--- src/rtl/video_pattern_pkg.sv ---
// Shared types, colour constants and bar colour lookup for the video test-pattern source.
package video_pattern_pkg;

  localparam int PIXELS_PER_BEAT = 4;

  typedef enum logic [1:0] {
    PATTERN_BARS     = 2'd0,
    PATTERN_GRADIENT = 2'd1,
    PATTERN_CHECKER  = 2'd2,
    PATTERN_MOVING   = 2'd3
  } pattern_e;

  typedef enum logic {
    ST_IDLE   = 1'b0,
    ST_ACTIVE = 1'b1
  } state_e;

  localparam logic [23:0] COLOR_WHITE   = 24'hFFFFFF;
  localparam logic [23:0] COLOR_YELLOW  = 24'hFFFF00;
  localparam logic [23:0] COLOR_CYAN    = 24'h00FFFF;
  localparam logic [23:0] COLOR_GREEN   = 24'h00FF00;
  localparam logic [23:0] COLOR_MAGENTA = 24'hFF00FF;
  localparam logic [23:0] COLOR_RED     = 24'hFF0000;
  localparam logic [23:0] COLOR_BLUE    = 24'h0000FF;
  localparam logic [23:0] COLOR_BLACK   = 24'h000000;

  function automatic logic [23:0] bar_color(input logic [2:0] idx);
    case (idx)
      3'd0:    return COLOR_WHITE;
      3'd1:    return COLOR_YELLOW;
      3'd2:    return COLOR_CYAN;
      3'd3:    return COLOR_GREEN;
      3'd4:    return COLOR_MAGENTA;
      3'd5:    return COLOR_RED;
      3'd6:    return COLOR_BLUE;
      default: return COLOR_BLACK;
    endcase
  endfunction

endpackage

--- src/rtl/video_pattern_source_if.sv ---
// Pixel-beat stream: 4 pixels per beat with valid/ready handshake.
interface video_pattern_source_if;
  logic        valid;
  logic        ready;
  logic [63:0] bits_0;
  logic [63:0] bits_1;
  logic [63:0] bits_2;
  logic [63:0] bits_3;

  modport master (output valid, output bits_0, output bits_1, output bits_2, output bits_3,
                  input ready);
  modport slave  (input valid, input bits_0, input bits_1, input bits_2, input bits_3,
                  output ready);
endinterface

--- src/rtl/video_pattern_pixel.sv ---
// Combinational colour of one pixel for the selected pattern.
// VIDEO_PATTERN_BORDER_EN forces the outermost pixels of the frame to white.
module video_pattern_pixel
  import video_pattern_pkg::*;
#(
  parameter int BAR_WIDTH_MOVING = 64,
  parameter int CHECKER_SHIFT    = 5
) (
  input  pattern_e    i_pattern,
  input  logic [15:0] i_xp,
  input  logic [15:0] i_y,
  input  logic [15:0] i_width,
  input  logic [15:0] i_height,
  input  logic [15:0] i_offset,
  input  logic [2:0]  i_bar_index,
  output logic [23:0] o_color
);

  logic [16:0] w_bar_end;
  logic [23:0] w_pattern_color;

  // 17 bits so a bar near the top of the range cannot wrap around
  assign w_bar_end = {1'b0, i_offset} + 17'(BAR_WIDTH_MOVING);

  always_comb begin
    w_pattern_color = COLOR_BLACK;
    case (i_pattern)
      PATTERN_BARS:     w_pattern_color = bar_color(i_bar_index);
      PATTERN_GRADIENT: w_pattern_color = {3{i_xp[7:0]}};
      PATTERN_CHECKER:  w_pattern_color = (i_xp[CHECKER_SHIFT] ^ i_y[CHECKER_SHIFT]) ?
                                          COLOR_WHITE : COLOR_BLACK;
      PATTERN_MOVING:   w_pattern_color = ((i_xp >= i_offset) && ({1'b0, i_xp} < w_bar_end)) ?
                                          COLOR_WHITE : COLOR_BLACK;
      default:          w_pattern_color = COLOR_BLACK;
    endcase
  end

`ifdef VIDEO_PATTERN_BORDER_EN
  logic w_border;
  assign w_border = (i_xp == 16'd0) || (i_xp == i_width - 16'd1) ||
                    (i_y == 16'd0)  || (i_y == i_height - 16'd1);
  assign o_color  = w_border ? COLOR_WHITE : w_pattern_color;
`else
  logic w_unused;
  assign w_unused = ^{i_width, i_height, i_y};
  assign o_color  = w_pattern_color;
`endif

endmodule

--- src/rtl/video_pattern_source.sv ---
// Frame-aligned test-pattern generator emitting 4 pixels per beat.
// Optional VIDEO_PATTERN_BORDER_EN (in video_pattern_pixel) whitens the frame border.
//   state     | meaning
//   ST_IDLE   | no frame in progress, valid low, waiting for start_frame
//   ST_ACTIVE | streaming beats of the current frame
module video_pattern_source
  import video_pattern_pkg::*;
#(
  parameter int BAR_WIDTH_MOVING = 64,
  parameter int MOVE_STEP        = 8,
  parameter int CHECKER_SHIFT    = 5
) (
  input  logic                    clock,
  input  logic                    reset,
  input  logic [15:0]             i_video_width,
  input  logic [15:0]             i_video_height,
  input  logic [1:0]              i_pattern,
  input  logic                    i_start_frame,
  video_pattern_source_if.master  bus,
  output logic [15:0]             o_frame_count,
  output logic                    o_resync
);

  state_e             r_state, w_state_nxt;
  logic [15:0]        r_x, w_x_nxt;
  logic [15:0]        r_y, w_y_nxt;
  logic [15:0]        r_width, w_width_nxt;
  logic [15:0]        r_height, w_height_nxt;
  logic [15:0]        r_bar_width, w_bar_width_nxt;
  logic [15:0]        r_bar_pos, w_bar_pos_nxt;
  logic [2:0]         r_bar_idx, w_bar_idx_nxt;
  pattern_e           r_pattern, w_pattern_nxt;
  logic [15:0]        r_offset, w_offset_nxt;
  logic [15:0]        r_frame_count, w_frame_count_nxt;
  logic               r_valid, w_valid_nxt;
  logic               r_resync, w_resync_nxt;
  logic [3:0][23:0]   r_pix;
  logic [23:0]        w_pix [PIXELS_PER_BEAT];
  logic               w_load;
  logic               w_xfer, w_line_end, w_last, w_done;
  logic [16:0]        w_off_step;

  assign w_xfer     = r_valid && bus.ready;
  assign w_line_end = (r_x == r_width - 16'(PIXELS_PER_BEAT));
  assign w_last     = w_line_end && (r_y == r_height - 16'd1);
  assign w_done     = (r_state == ST_ACTIVE) && w_xfer && w_last;
  assign w_off_step = {1'b0, r_offset} + 17'(MOVE_STEP);

  always_comb begin
    w_state_nxt       = r_state;
    w_x_nxt           = r_x;
    w_y_nxt           = r_y;
    w_width_nxt       = r_width;
    w_height_nxt      = r_height;
    w_bar_width_nxt   = r_bar_width;
    w_bar_pos_nxt     = r_bar_pos;
    w_bar_idx_nxt     = r_bar_idx;
    w_pattern_nxt     = r_pattern;
    w_offset_nxt      = r_offset;
    w_frame_count_nxt = r_frame_count;
    w_valid_nxt       = r_valid;
    w_resync_nxt      = 1'b0;
    w_load            = 1'b0;

    // A completing frame is counted even if start_frame arrives in the same cycle
    if (w_done) begin
      w_frame_count_nxt = r_frame_count + 16'd1;
      w_offset_nxt      = (w_off_step >= {1'b0, r_width}) ? 16'd0 : w_off_step[15:0];
    end

    if (i_start_frame) begin
      w_state_nxt     = ST_ACTIVE;
      w_x_nxt         = 16'd0;
      w_y_nxt         = 16'd0;
      w_width_nxt     = i_video_width;
      w_height_nxt    = i_video_height;
      w_bar_width_nxt = i_video_width >> 3;
      w_bar_pos_nxt   = 16'd0;
      w_bar_idx_nxt   = 3'd0;
      w_pattern_nxt   = pattern_e'(i_pattern);
      w_valid_nxt     = 1'b1;
      w_load          = 1'b1;
      w_resync_nxt    = (r_state == ST_ACTIVE) && !w_done;
    end else if ((r_state == ST_ACTIVE) && w_xfer) begin
      if (w_last) begin
        w_state_nxt = ST_IDLE;
        w_valid_nxt = 1'b0;
      end else begin
        w_load = 1'b1;
        if (w_line_end) begin
          w_x_nxt       = 16'd0;
          w_y_nxt       = r_y + 16'd1;
          w_bar_pos_nxt = 16'd0;
          w_bar_idx_nxt = 3'd0;
        end else begin
          w_x_nxt = r_x + 16'(PIXELS_PER_BEAT);
          // bar width is a multiple of 4, so a beat never straddles two bars
          if (r_bar_pos + 16'(PIXELS_PER_BEAT) == r_bar_width) begin
            w_bar_pos_nxt = 16'd0;
            w_bar_idx_nxt = r_bar_idx + 3'd1;
          end else begin
            w_bar_pos_nxt = r_bar_pos + 16'(PIXELS_PER_BEAT);
          end
        end
      end
    end
  end

  for (genvar k = 0; k < PIXELS_PER_BEAT; k++) begin : g_pix
    video_pattern_pixel #(
      .BAR_WIDTH_MOVING (BAR_WIDTH_MOVING),
      .CHECKER_SHIFT    (CHECKER_SHIFT)
    ) u_pixel (
      .i_pattern   (w_pattern_nxt),
      .i_xp        (w_x_nxt + 16'(k)),
      .i_y         (w_y_nxt),
      .i_width     (w_width_nxt),
      .i_height    (w_height_nxt),
      .i_offset    (w_offset_nxt),
      .i_bar_index (w_bar_idx_nxt),
      .o_color     (w_pix[k])
    );
  end

  always_ff @(posedge clock or posedge reset) begin
    if (reset) begin
      r_state       <= ST_IDLE;
      r_x           <= 16'd0;
      r_y           <= 16'd0;
      r_width       <= 16'd0;
      r_height      <= 16'd0;
      r_bar_width   <= 16'd0;
      r_bar_pos     <= 16'd0;
      r_bar_idx     <= 3'd0;
      r_pattern     <= PATTERN_BARS;
      r_offset      <= 16'd0;
      r_frame_count <= 16'd0;
      r_valid       <= 1'b0;
      r_resync      <= 1'b0;
      r_pix         <= '0;
    end else begin
      r_state       <= w_state_nxt;
      r_x           <= w_x_nxt;
      r_y           <= w_y_nxt;
      r_width       <= w_width_nxt;
      r_height      <= w_height_nxt;
      r_bar_width   <= w_bar_width_nxt;
      r_bar_pos     <= w_bar_pos_nxt;
      r_bar_idx     <= w_bar_idx_nxt;
      r_pattern     <= w_pattern_nxt;
      r_offset      <= w_offset_nxt;
      r_frame_count <= w_frame_count_nxt;
      r_valid       <= w_valid_nxt;
      r_resync      <= w_resync_nxt;
      if (w_load) begin
        for (int k = 0; k < PIXELS_PER_BEAT; k++) r_pix[k] <= w_pix[k];
      end
    end
  end

  assign bus.valid     = r_valid;
  assign bus.bits_0    = {40'd0, r_pix[0]};
  assign bus.bits_1    = {40'd0, r_pix[1]};
  assign bus.bits_2    = {40'd0, r_pix[2]};
  assign bus.bits_3    = {40'd0, r_pix[3]};
  assign o_frame_count = r_frame_count;
  assign o_resync      = r_resync;

endmodule

--- src/flat_wrapper.sv ---
// flat-port wrapper written by rule: the top's interface ports become plain ports
module video_pattern_source_flat import video_pattern_pkg::*;
#(
  parameter int BAR_WIDTH_MOVING = 64,
  parameter int MOVE_STEP        = 8,
  parameter int CHECKER_SHIFT    = 5
)
  (clock, reset, i_video_width, i_video_height, i_pattern, i_start_frame, o_frame_count, o_resync, bus_valid, bus_bits_0, bus_bits_1, bus_bits_2, bus_bits_3, bus_ready);
  video_pattern_source_if bus_i ();
  input  logic clock;
  input  logic reset;
  input  logic [15:0] i_video_width;
  input  logic [15:0] i_video_height;
  input  logic [1:0] i_pattern;
  input  logic i_start_frame;
  output logic [15:0] o_frame_count;
  output logic o_resync;
  output wire logic [$bits(bus_i.valid)-1:0] bus_valid;
  output wire logic [$bits(bus_i.bits_0)-1:0] bus_bits_0;
  output wire logic [$bits(bus_i.bits_1)-1:0] bus_bits_1;
  output wire logic [$bits(bus_i.bits_2)-1:0] bus_bits_2;
  output wire logic [$bits(bus_i.bits_3)-1:0] bus_bits_3;
  input wire logic [$bits(bus_i.ready)-1:0] bus_ready;
  assign bus_valid = bus_i.valid;
  assign bus_bits_0 = bus_i.bits_0;
  assign bus_bits_1 = bus_i.bits_1;
  assign bus_bits_2 = bus_i.bits_2;
  assign bus_bits_3 = bus_i.bits_3;
  assign bus_i.ready = bus_ready;
  video_pattern_source #(.BAR_WIDTH_MOVING(BAR_WIDTH_MOVING), .MOVE_STEP(MOVE_STEP), .CHECKER_SHIFT(CHECKER_SHIFT)) u_core (.clock(clock), .reset(reset), .i_video_width(i_video_width), .i_video_height(i_video_height), .i_pattern(i_pattern), .i_start_frame(i_start_frame), .bus(bus_i), .o_frame_count(o_frame_count), .o_resync(o_resync));
endmodule
--- config.mk ---
export PLATFORM = sky130hd
export DESIGN_NAME = video_pattern_source_flat
export DESIGN_NICKNAME = d
export VERILOG_FILES = /design/src/rtl/video_pattern_pkg.sv /design/src/rtl/video_pattern_source_if.sv /design/src/rtl/video_pattern_pixel.sv /design/src/rtl/video_pattern_source.sv /design/src/flat_wrapper.sv
export SDC_FILE = /design/constraint.sdc
export NUM_CORES = 1
export LEC_CHECK = 0
export ABC_AREA = 1
export BUFFER_PORTS_ARGS = -buffer_cell sky130_fd_sc_hd__buf_2
export CAP_MARGIN = 25
export CORE_ASPECT_RATIO = 1.2
export CORE_MARGIN = 4
export CORE_UTILIZATION = 40
export DETAILED_ROUTE_END_ITERATION = 7
export PLACE_DENSITY = 0.72
export SYNTH_ARGS = -nofsm -noshare
export SYNTH_HDL_FRONTEND = slang
export SYNTH_SLANG_ARGS = --single-unit
--- constraint.sdc ---
create_clock -name clock -period 6.4 [get_ports clock]
set_input_delay 0.64 -clock clock [delete_from_list [all_inputs] [get_ports clock]]
set_output_delay 0.64 -clock clock [all_outputs]
set_load 0.02 [all_outputs]
---- Word level (Yosys, flattened, before mapping) ----
Cells that the tools add are included.
operators by class
  add/subtract/negate cells ............... 12
  equal/unequal tests ..................... 13
  muxes and demuxes ....................... 41
  reduce and logical (&&, ||, !) cells .... 18
  magnitude comparators ................... 9
  bitwise logic cells ..................... 4
operators with widths
  operator                                              number
  case mux 24 bit (4 select lines)                      4
  two-way mux 16 bit                                    15
  two-way mux 24 bit                                    8
  case mux 24 bit (7 select lines)                      1
  < comparator 16 x 17 -> 1 bit                         4
  greater-or-equal comparator 16 bit                    4
  adder 16 x 1 -> 16 bit (second input constant)        3
  adder 16 x 2 -> 16 bit (second input constant)        2
  adder 16 x 3 -> 16 bit (second input constant)        2
  equality test 16 bit                                  2
  adder 16 x 4 -> 17 bit (second input constant)        1
  adder 16 x 7 -> 17 bit (second input constant)        1
  greater-or-equal comparator 17 x 16 -> 1 bit          1
  equality test 16 x 13 -> 1 bit                        1
  subtractor 16 x 1 -> 16 bit (second input constant)   1
  subtractor 16 x 3 -> 16 bit (second input constant)   1
  two-way mux 3 bit                                     5
  equality test 3 bit (second input constant)           3
  logical AND 1 bit                                     9
  two-way mux 1 bit                                     7
  equality test 3 x 2 -> 1 bit (second input constant)  2
  nonzero test 2 bit                                    3
  equality test 2 bit (second input constant)           2
  AND reduction 2 bit                                   2
  10 further kinds                                      13
word-level totals
  bits in registers ....................... 228
  logic and storage cells ................. 114

---- Longest topological paths before layout ----
Gate-level depths: netlist of the first run.
  depth in word-level cells ............... 11
  gate-level depth with buffers ........... 41

---- By module ----
Synthesis of the first run repeated with hierarchy kept, for this count alone.
unflattened totals
  cell total of the unflattened synthesis .. 2561
  area, all modules ....................... 19145.9 um^2
modules (own cells, without submodules)
  module                area an instance (um^2)  sequential area each (um^2)  cells each  instances
  video_pattern_source  14326.2                  5655.4                       1737        1
  video_pattern_pixel   1204.9                   0.0                          206         4

---- Worst setup path before layout of the first run ----
No wires, ideal clock.
  kind .................................... register to register
  start ................................... register u_core.r_offset[3]
  end ..................................... register u_core.r_pix (netlist bit u_core.bus.bits_2[16])
  path slack .............................. 1.032 ns
  period minus slack after synthesis ...... 5.368 ns
  setup time .............................. 0.072 ns
  buffers on the path ..................... 0
  arrival ................................. 5.297 ns
  cell stages (with the launch flop) ...... 34
  path through ............................ dfrtp_1 ha_1 nand3_1 nor3_1 nand3_1 nor3_1 nand3_1 xor2_1 inv_1 ha_1 nand4_1 nor4_1 nand2_1 nand3_1 nor2_2 a22oi_1 inv_1 ha_1 xor2_1 ha_1 nand2_1 inv_1 a221oi_1 nand4_1 nand4_1 inv_1 o211ai_1 nand2_1 a21o_1 nand2_1 nand2_2 nand3_2 nor2_1 nor2_1
on the way
  word-level cells in the longest chain between the ends .. 9
ends and longest elaborated chain
  element                                       RTL line                     source
  start: declaration                            video_pattern_source.sv:33   logic [15:0] r_offset, w_offset_nxt;
  start signal: assignment                      video_pattern_source.sv:151  r_offset <= w_offset_nxt;
  adder 16 x 4 -> 17 bit (*)                    video_pattern_source.sv:47   assign w_off_step = {1'b0, r_offset} + 17'(MOVE_STEP);
  greater-or-equal comparator 17 x 16 -> 1 bit  video_pattern_source.sv:68   w_offset_nxt = (w_off_step >= {1'b0, r_width}) ? 16'd0 : w_off_step[15:0];
  two-way mux 16 bit (*)                        video_pattern_source.sv:68
  two-way mux 16 bit (*)                        video_pattern_source.sv:66   if (w_done) begin
  via u_core.g_pix[0].u_pixel.i_offset[7]       video_pattern_pixel.sv:14    input logic [15:0] i_offset,
  adder 16 x 7 -> 17 bit                        video_pattern_pixel.sv:23    assign w_bar_end = {1'b0, i_offset} + 17'(BAR_WIDTH_MOVING);
  < comparator 16 x 17 -> 1 bit                 video_pattern_pixel.sv:32    PATTERN_MOVING: w_pattern_color = ((i_xp >= i_offset) && ({1'b0, i_xp} < w_bar_end)) ?
  logical AND 1 bit (*)                         video_pattern_pixel.sv:32
  two-way mux 24 bit (*)                        video_pattern_pixel.sv:32
  case mux 24 bit (4 select lines) (*)          video_pattern_pixel.sv:27    case (i_pattern)
  end signal: assignment                        video_pattern_source.sv:140  r_pix <= '0;
  end: declaration                              video_pattern_source.sv:37   logic [3:0][23:0] r_pix;
The timed path passes the listed nets; every way through them passes the cells marked *.
A chain may end at the register's enable or synchronous reset.

---- Worst setup path in the final report of the first run ----
  start ................................... register u_core.r_height[0]
  end ..................................... register u_core.r_pix (netlist bit u_core.bus.bits_1[6])
on the way
  word-level cells in the longest chain between the ends .. 11
ends and longest elaborated chain
  element                                                                              RTL line                     source
  start: declaration                                                                   video_pattern_source.sv:28   logic [15:0] r_height, w_height_nxt;
  start signal: assignment                                                             video_pattern_source.sv:146  r_height <= w_height_nxt;
  subtractor 16 x 1 -> 16 bit (*)                                                      video_pattern_source.sv:45   assign w_last = w_line_end && (r_y == r_height - 16'd1);
  equality test 16 bit (*)                                                             video_pattern_source.sv:45
  logical AND 1 bit (*)                                                                video_pattern_source.sv:45
  two-way mux 16 bit (*)                                                               video_pattern_source.sv:85   if (w_last) begin
  two-way mux 16 bit (*)                                                               video_pattern_source.sv:84   end else if ((r_state == ST_ACTIVE) && w_xfer) begin
  two-way mux 16 bit (*)                                                               video_pattern_source.sv:71   if (i_start_frame) begin
  via u_core.g_pix[0].u_pixel.i_xp[1]                                                  video_pattern_pixel.sv:10    input logic [15:0] i_xp,
  adder 16 x 1 -> 16 bit (*)                                                           video_pattern_source.sv:115  .i_xp (w_x_nxt + 16'(k)),
  < comparator 16 x 17 -> 1 bit or greater-or-equal comparator 16 bit (tied branches)  video_pattern_pixel.sv:32
  logical AND 1 bit                                                                    video_pattern_pixel.sv:32
  two-way mux 24 bit                                                                   video_pattern_pixel.sv:32
  case mux 24 bit (4 select lines) (*)                                                 video_pattern_pixel.sv:27
The timed path passes the listed nets; every way through them passes the cells marked *. The select of a mux whose other input is x is not followed.

==> flow_summary.toml, run 1 <==
[critical_path]
crit_required_ns = 6.83
arrival_ns = 6.42
crit_family = "simple AND/OR/NAND/NOR gates"
cp_common_cell = "nand2_1"
r2r_cells = 39
cp_max_fo = 21
cp.buffers_inverters = 6
worstSetupPathType = "flop to flop"
slowest_delay_ns = 0.41
start_kind = "flop"
crit_path_end_kind = "flop"
critPathSlowestCell = "dfrtp_1"
ff2ff_setup_slack_ns = 0.41
cp_num_cells = 39

[clock_network]
cts_tree = "yes"
cts_sinks = 213
htree_levels = 1
cts_root_buf = "clkbuf_16"
cts_buffers = 27
clk_pin_slew_worst_paths_ns = 0.06
clockBufferDepth = 3
postCtsHoldBufs = 0
clk_latency_ns = 0.54

[route]
ant_nets = 0
firstDrtPassIters = 5
avgRoutedWirePerCell_um = 16.3
drt_iter0_markers = 1050
vias = 15900
drc = 0
wirelength_mm = 51.0
viasPerCell = 5.05

[floorplan]
die_h_um = 236
coreArea_sq_um = 42900
die-area_sq_um = 46800
num_rows = 83
start_util_pct = 40.5
die_w_um = 198
ioPinCount = 312

[layout]
finalNetCount = 2733
drive_above_1_share_pct = 15.8
n_antenna_cell = 0
area_growth_pct = 10.9
layout_common_cells = "548 x nand2_1, 298 x nor2_1, 272 x inv_1"
mostFrequentLayoutCell = "nand2_1"

[synthesis]
netlist_area_sq_um = 17400
synth_flop_cell = "dfrtp_1"
synth_cells = 2405
synth_area_per_cell_sq_um = 7.22
ys_seq_area_share_pct = 30.7
synth_edf_count = 0
async_reset_ff_share_pct = 100
synth_cell_types = 55
synth_seq_cells = 213
yosys_warnings = 0

[global_route]
grt_first_pass_wirelength_mm = 80.8
track_usage_pct = 21.0
grt_max_degree = 116
antenna_found_initial = 0
grt_pass1_vias = 15300
grt_overflow_total = 0

[pwr]
p_sw_share_pct = 33.7
p_leak_nw = 10.7
p_clk_share_pct = 39.1
powerDensity_nw_per_um2 = 215
pwr-share-comb_pct = 23.3
p_int_mw = 2.75
pwr-share-seq_pct = 37.6
p_sw_mw = 1.40
ir_worst_vdd_v = 0.000186

[timing]
rsz0062_at_grt = "true"
relSlewSlack_pct = 46.2
hold_viol = 0
final_max_slew_viol_count = 0
post-route-min-period_ns = 5.99
fin_setup_tns_ns = 0
setup_viol = 0
worst_slew_pin_slew_ns = 0.807
finClkSkew_ns = 0.0132
whs_ns = 0.143
period_share_pct = 93.6
max_clock_freq_mhz = 167

[place]
port_buffers = 151
hpwl_mm = 39.5
gp_congestion = 0.936

[run_status]
status = "finished clean"

[min_path]
hold_path_class = "input port to async pin"

[job]
drv_cap = 0
per-stage QoR:
step | area (sq um) | worst slack [ns] | utilization [%] | std cells | power, mW
final | 19200 | 0.412 | 44.9 | 3137 | 4.15
after global routing | 19200 | -0.0277 | 44.9 | 3137 | 4.36
after CTS | 19100 | 0.0928 | 44.6 | 3133 | 4.17
after detailed placement | 18200 | 0.124 | 42.4 | 3083 | 2.54
after global placement | 18200 | 0.226 | 42.3 | 3082 | 2.51
after floorplan | 18000 | 1.03 | - | 2564 | 2.31
cell type report:
class,count,area [sq um]
Clock buffer,36,800
Clock inverter,14,163
Fill cell,4336,23600
Inverter,293,1110
Multi-Input combinational cell,1849,10100
Sequential cell,213,5330
Tap cell,552,691
Timing Repair Buffer,180,1040
layer usage:
layer	vias up	wire, um	track usage (%)
li1	7729	-	-
met3	108	3420	3.29
met1	7437	21100	26.9
met4	0	1940	7.43
met5	-	0	0
met2	582	24600	35.8
power groups by stage:
stage	clock (mW)	combinational, mW	sequential [mW]
after floorplan	0	0.646	1.67
after global placement	0	0.929	1.58
after detailed placement	0	0.956	1.58
after CTS	1.65	0.960	1.56
after global routing	1.71	1.08	1.57
final	1.62	0.967	1.56
cell usage after synthesis (all sizes together) (38+ instances only):
cell type / n / area (sq um)
a21oi: 70 / 377
buf: 184 / 1350
dfrtp: 213 / 5330
ha: 131 / 1640
inv: 289 / 1080
nand2: 575 / 2260
nand3: 151 / 896
nand4: 96 / 601
nor2: 329 / 1370
nor3: 38 / 246
o21ai: 87 / 454
or2: 51 / 319
xor2: 69 / 604
final timing paths:
path / from / to
setup / recovery: u_core.r_height[0] / u_core.bus.bits_1[6]
hold / removal: reset / u_core.bus.bits_0[4]
setup reg to reg: u_core.r_height[0] / u_core.bus.bits_1[6]
hold reg to reg: u_core.o_frame_count[15] / u_core.o_frame_count[15]
max in group asynchronous: reset / u_core.o_frame_count[2]
min in group clock: i_video_height[11] / u_core.r_height[11]
worst reg2reg max path, delay by kind of cell, from the launching register on:
| family | cells | cell delay (ns) |
|---|---|---|
| flip-flops | 1 | 0.41 |
| adder cells (fa/ha/maj) | 3 | 0.84 |
| AO/OA/AOI/OAI | 4 | 0.60 |
| buffers and inverters | 6 | 0.76 |
| AND/OR/NAND/NOR | 26 | 3.28 |
cell families (layout without fill, tap and decap cells):
| logic type | count (synthesis) | count (layout) | synth area share (%) |
|---|---|---|---|
| XOR/XNOR | 89 | 89 | 4.49 |
| adder cells (fa/ha/maj) | 131 | 131 | 9.44 |
| buffers and inverters | 502 | 523 | 14.7 |
| other | 1 | 160 | 0.0216 |
| AO/OA/AOI/OAI | 207 | 207 | 6.99 |
| AND/OR/NAND/NOR | 1262 | 1262 | 33.7 |
| flip-flops | 213 | 213 | 30.7 |
flip-flops by register name, summed over array words and instances (netlist names):
signal,count
u_core.bus.bits_1,24
u_core.r_offset,16
u_core.r_pattern,2
u_core.r_x,16
u_core.bus.bits_2,24
u_core.r_y,16
u_core.r_bar_idx,3
u_core.o_resync,1
u_core.r_bar_pos,14
u_core.o_frame_count,16
u_core.r_width,16
u_core.bus.bits_0,24
u_core.r_height,16
u_core.bus.valid,1
u_core.bus.bits_3,24
repair_timing:
item | CTS | global route
endpoints found under the setup margin | 0 | 96
buffers inserted | 0 | 2
resized for setup | 0 | 11
No activity file was read; power rests on OpenSTA's default activity.
==> run 2, diff against run 1 <==
Settings changed: PLACE_DENSITY 0.72 to 0.74.
==> flow_summary.toml, run 2 (synthesis gave the netlist of run 1 again) <==
[global_route]
track_usage_pct = 20.2
use_met1_pct = 25.9
top_usage_layer = "met2"
grt_use_met2_pct = 33.8
grt_max_degree = 155
use_met3_pct = 3.37
grt_overflow_total = 0
antenna_found_initial = 1
grt_pass1_vias = 14600
grt_first_pass_wirelength_mm = 77.3

[timing]
max_clock_freq_mhz = 172
setup_viol = 0
rsz0062_at_grt = "false"
final_max_slew_viol_count = 0
hold_viol = 0
fin_setup_tns_ns = 0
worst_slew_pin_slew_ns = 0.969
relSlewSlack_pct = 35.4
post-route-min-period_ns = 5.82
finClkSkew_ns = 0.0130
period_share_pct = 90.9

[clock_network]
clk_latency_ns = 0.55
clk_pin_slew_worst_paths_ns = 0.06
postCtsHoldBufs = 0
cts_resized = 0
cts_tree = "yes"
clockBufferDepth = 3
cts_root_buf = "clkbuf_16"
cts_buffers = 26
htree_levels = 1
postCtsSetupBuffers = 0
cts_sinks = 213

[critical_path]
critPathSlowestCell = "dfrtp_1"
slowest_delay_ns = 0.40
cp_max_fo = 8
cp_common_cell = "nand2_1"
crit_required_ns = 6.83
arrival_ns = 6.25
worstSetupPathType = "flop to flop"
crit_path_end_kind = "flop"
r2r_cells = 36
start_kind = "flop"

[pwr]
ir_worst_vdd_v = 0.000239
pwr-share-comb_pct = 24.1
powerDensity_nw_per_um2 = 208
p_int_mw = 2.61
p_sw_share_pct = 34.5
p_clk_share_pct = 36.9
p_sw_mw = 1.38
p_leak_nw = 10.7
pwr-share-seq_pct = 39.0

[floorplan]
die_h_um = 236
coreArea_sq_um = 42900
start_util_pct = 40.5
ioPinCount = 312
die_w_um = 198
die-area_sq_um = 46800
num_rows = 83

[route]
vias = 15700
ant_nets = 0
viasPerCell = 4.99
drc = 0
wirelength_mm = 49.6
firstDrtPassIters = 5
drt_iter0_markers = 1074
avgRoutedWirePerCell_um = 15.8

[place]
placed_area_sq_um = 18200
place_inst = 3092
port_buffers = 151
gp_congestion = 0.957
hpwl_mm = 38.4

[layout]
finalInstanceArea_sq_um = 19200
seq_area_sq_um = 5330
stdcell_count = 3140
area_growth_pct = 10.4
layout_common_cells = "547 x nand2_1, 297 x nor2_1, 273 x inv_1"
finalNetCount = 2737
drive_above_1_share_pct = 15.7
mostFrequentLayoutCell = "nand2_1"
multi_input_comb_area_sq_um = 10100
n_fill_cell = 4310

[min_path]
hold_path_class = "input port to async pin"

[job]
drv_cap = 0

[run_status]
status = "finished clean"
run 2: cell types whose count changed in the layout (fill, tap and decap cells not counted), sizes merged:
cell | previous run | this run
buf | 180 | 185
bufinv | 3 | 1
clkbuf | 36 | 37
clkinv | 10 | 9
clkinvlp | 2 | 3
diode | 0 | 1
inv | 292 | 290
run 2: per-stage QoR:
stage	hold WS [ns]	power [mW]	util (%)	setup slack (ns)
3_3_place_gp	0.457	2.52	42.5	0.426
2_1_floorplan	0.453	2.31	-	1.03
5_1_grt	0.144	4.20	44.7	0.0287
6_report	0.116	3.99	44.7	0.584
3_5_place_dp	0.462	2.53	42.5	0.238
4_1_cts	0.115	4.02	44.5	0.223
run 2: critical path: cells and delay by family, from the launching register on:
family | cells | cell delay [ns]
flip-flops | 1 | 0.40
AO/OA/AOI/OAI | 6 | 1.08
adder cells (fa/ha/maj) | 3 | 0.78
AND/OR/NAND/NOR | 20 | 2.66
buffers and inverters | 7 | 0.76
run 2: power by group through the flow:
| stage | sequential [mW] | combinational (mW) | clock (mW) |
|---|---|---|---|
| 6_report | 1.56 | 0.961 | 1.47 |
| 5_1_grt | 1.57 | 1.07 | 1.56 |
| 4_1_cts | 1.56 | 0.958 | 1.51 |
| 3_5_place_dp | 1.57 | 0.957 | 0 |
| 3_3_place_gp | 1.58 | 0.941 | 0 |
| 2_1_floorplan | 1.67 | 0.646 | 0 |
run 2: final cells by class:
type | count | share of cell area (%)
multi-input combinational | 1849 | 52.9
sequential | 213 | 27.8
inverter | 293 | 5.77
timing repair buffer | 185 | 5.45
clock buffer | 37 | 3.93
tap | 552 | 3.61
clock inverter | 10 | 0.549
antenna | 1 | 0.0131
run 2: path summary, 6_finish.rpt:
kind	from	slack, ns	end
setup / recovery	u_core.r_width[3]	0.58	u_core.bus.bits_3[13]
hold reg to reg	u_core.o_frame_count[15]	0.46	u_core.o_frame_count[15]
setup reg to reg	u_core.r_width[3]	0.58	u_core.bus.bits_3[13]
hold / removal	reset	0.12	u_core.r_height[2]
min in group clock	i_video_height[9]	0.30	u_core.r_height[9]
max in group asynchronous	reset	5.04	u_core.bus.bits_1[12]
run 2: per-layer routing:
layer	up-vias	routed length [um]
met5	-	0
met4	0	2110
met3	121	3310
met2	567	23400
met1	7276	20700
li1	7717	-
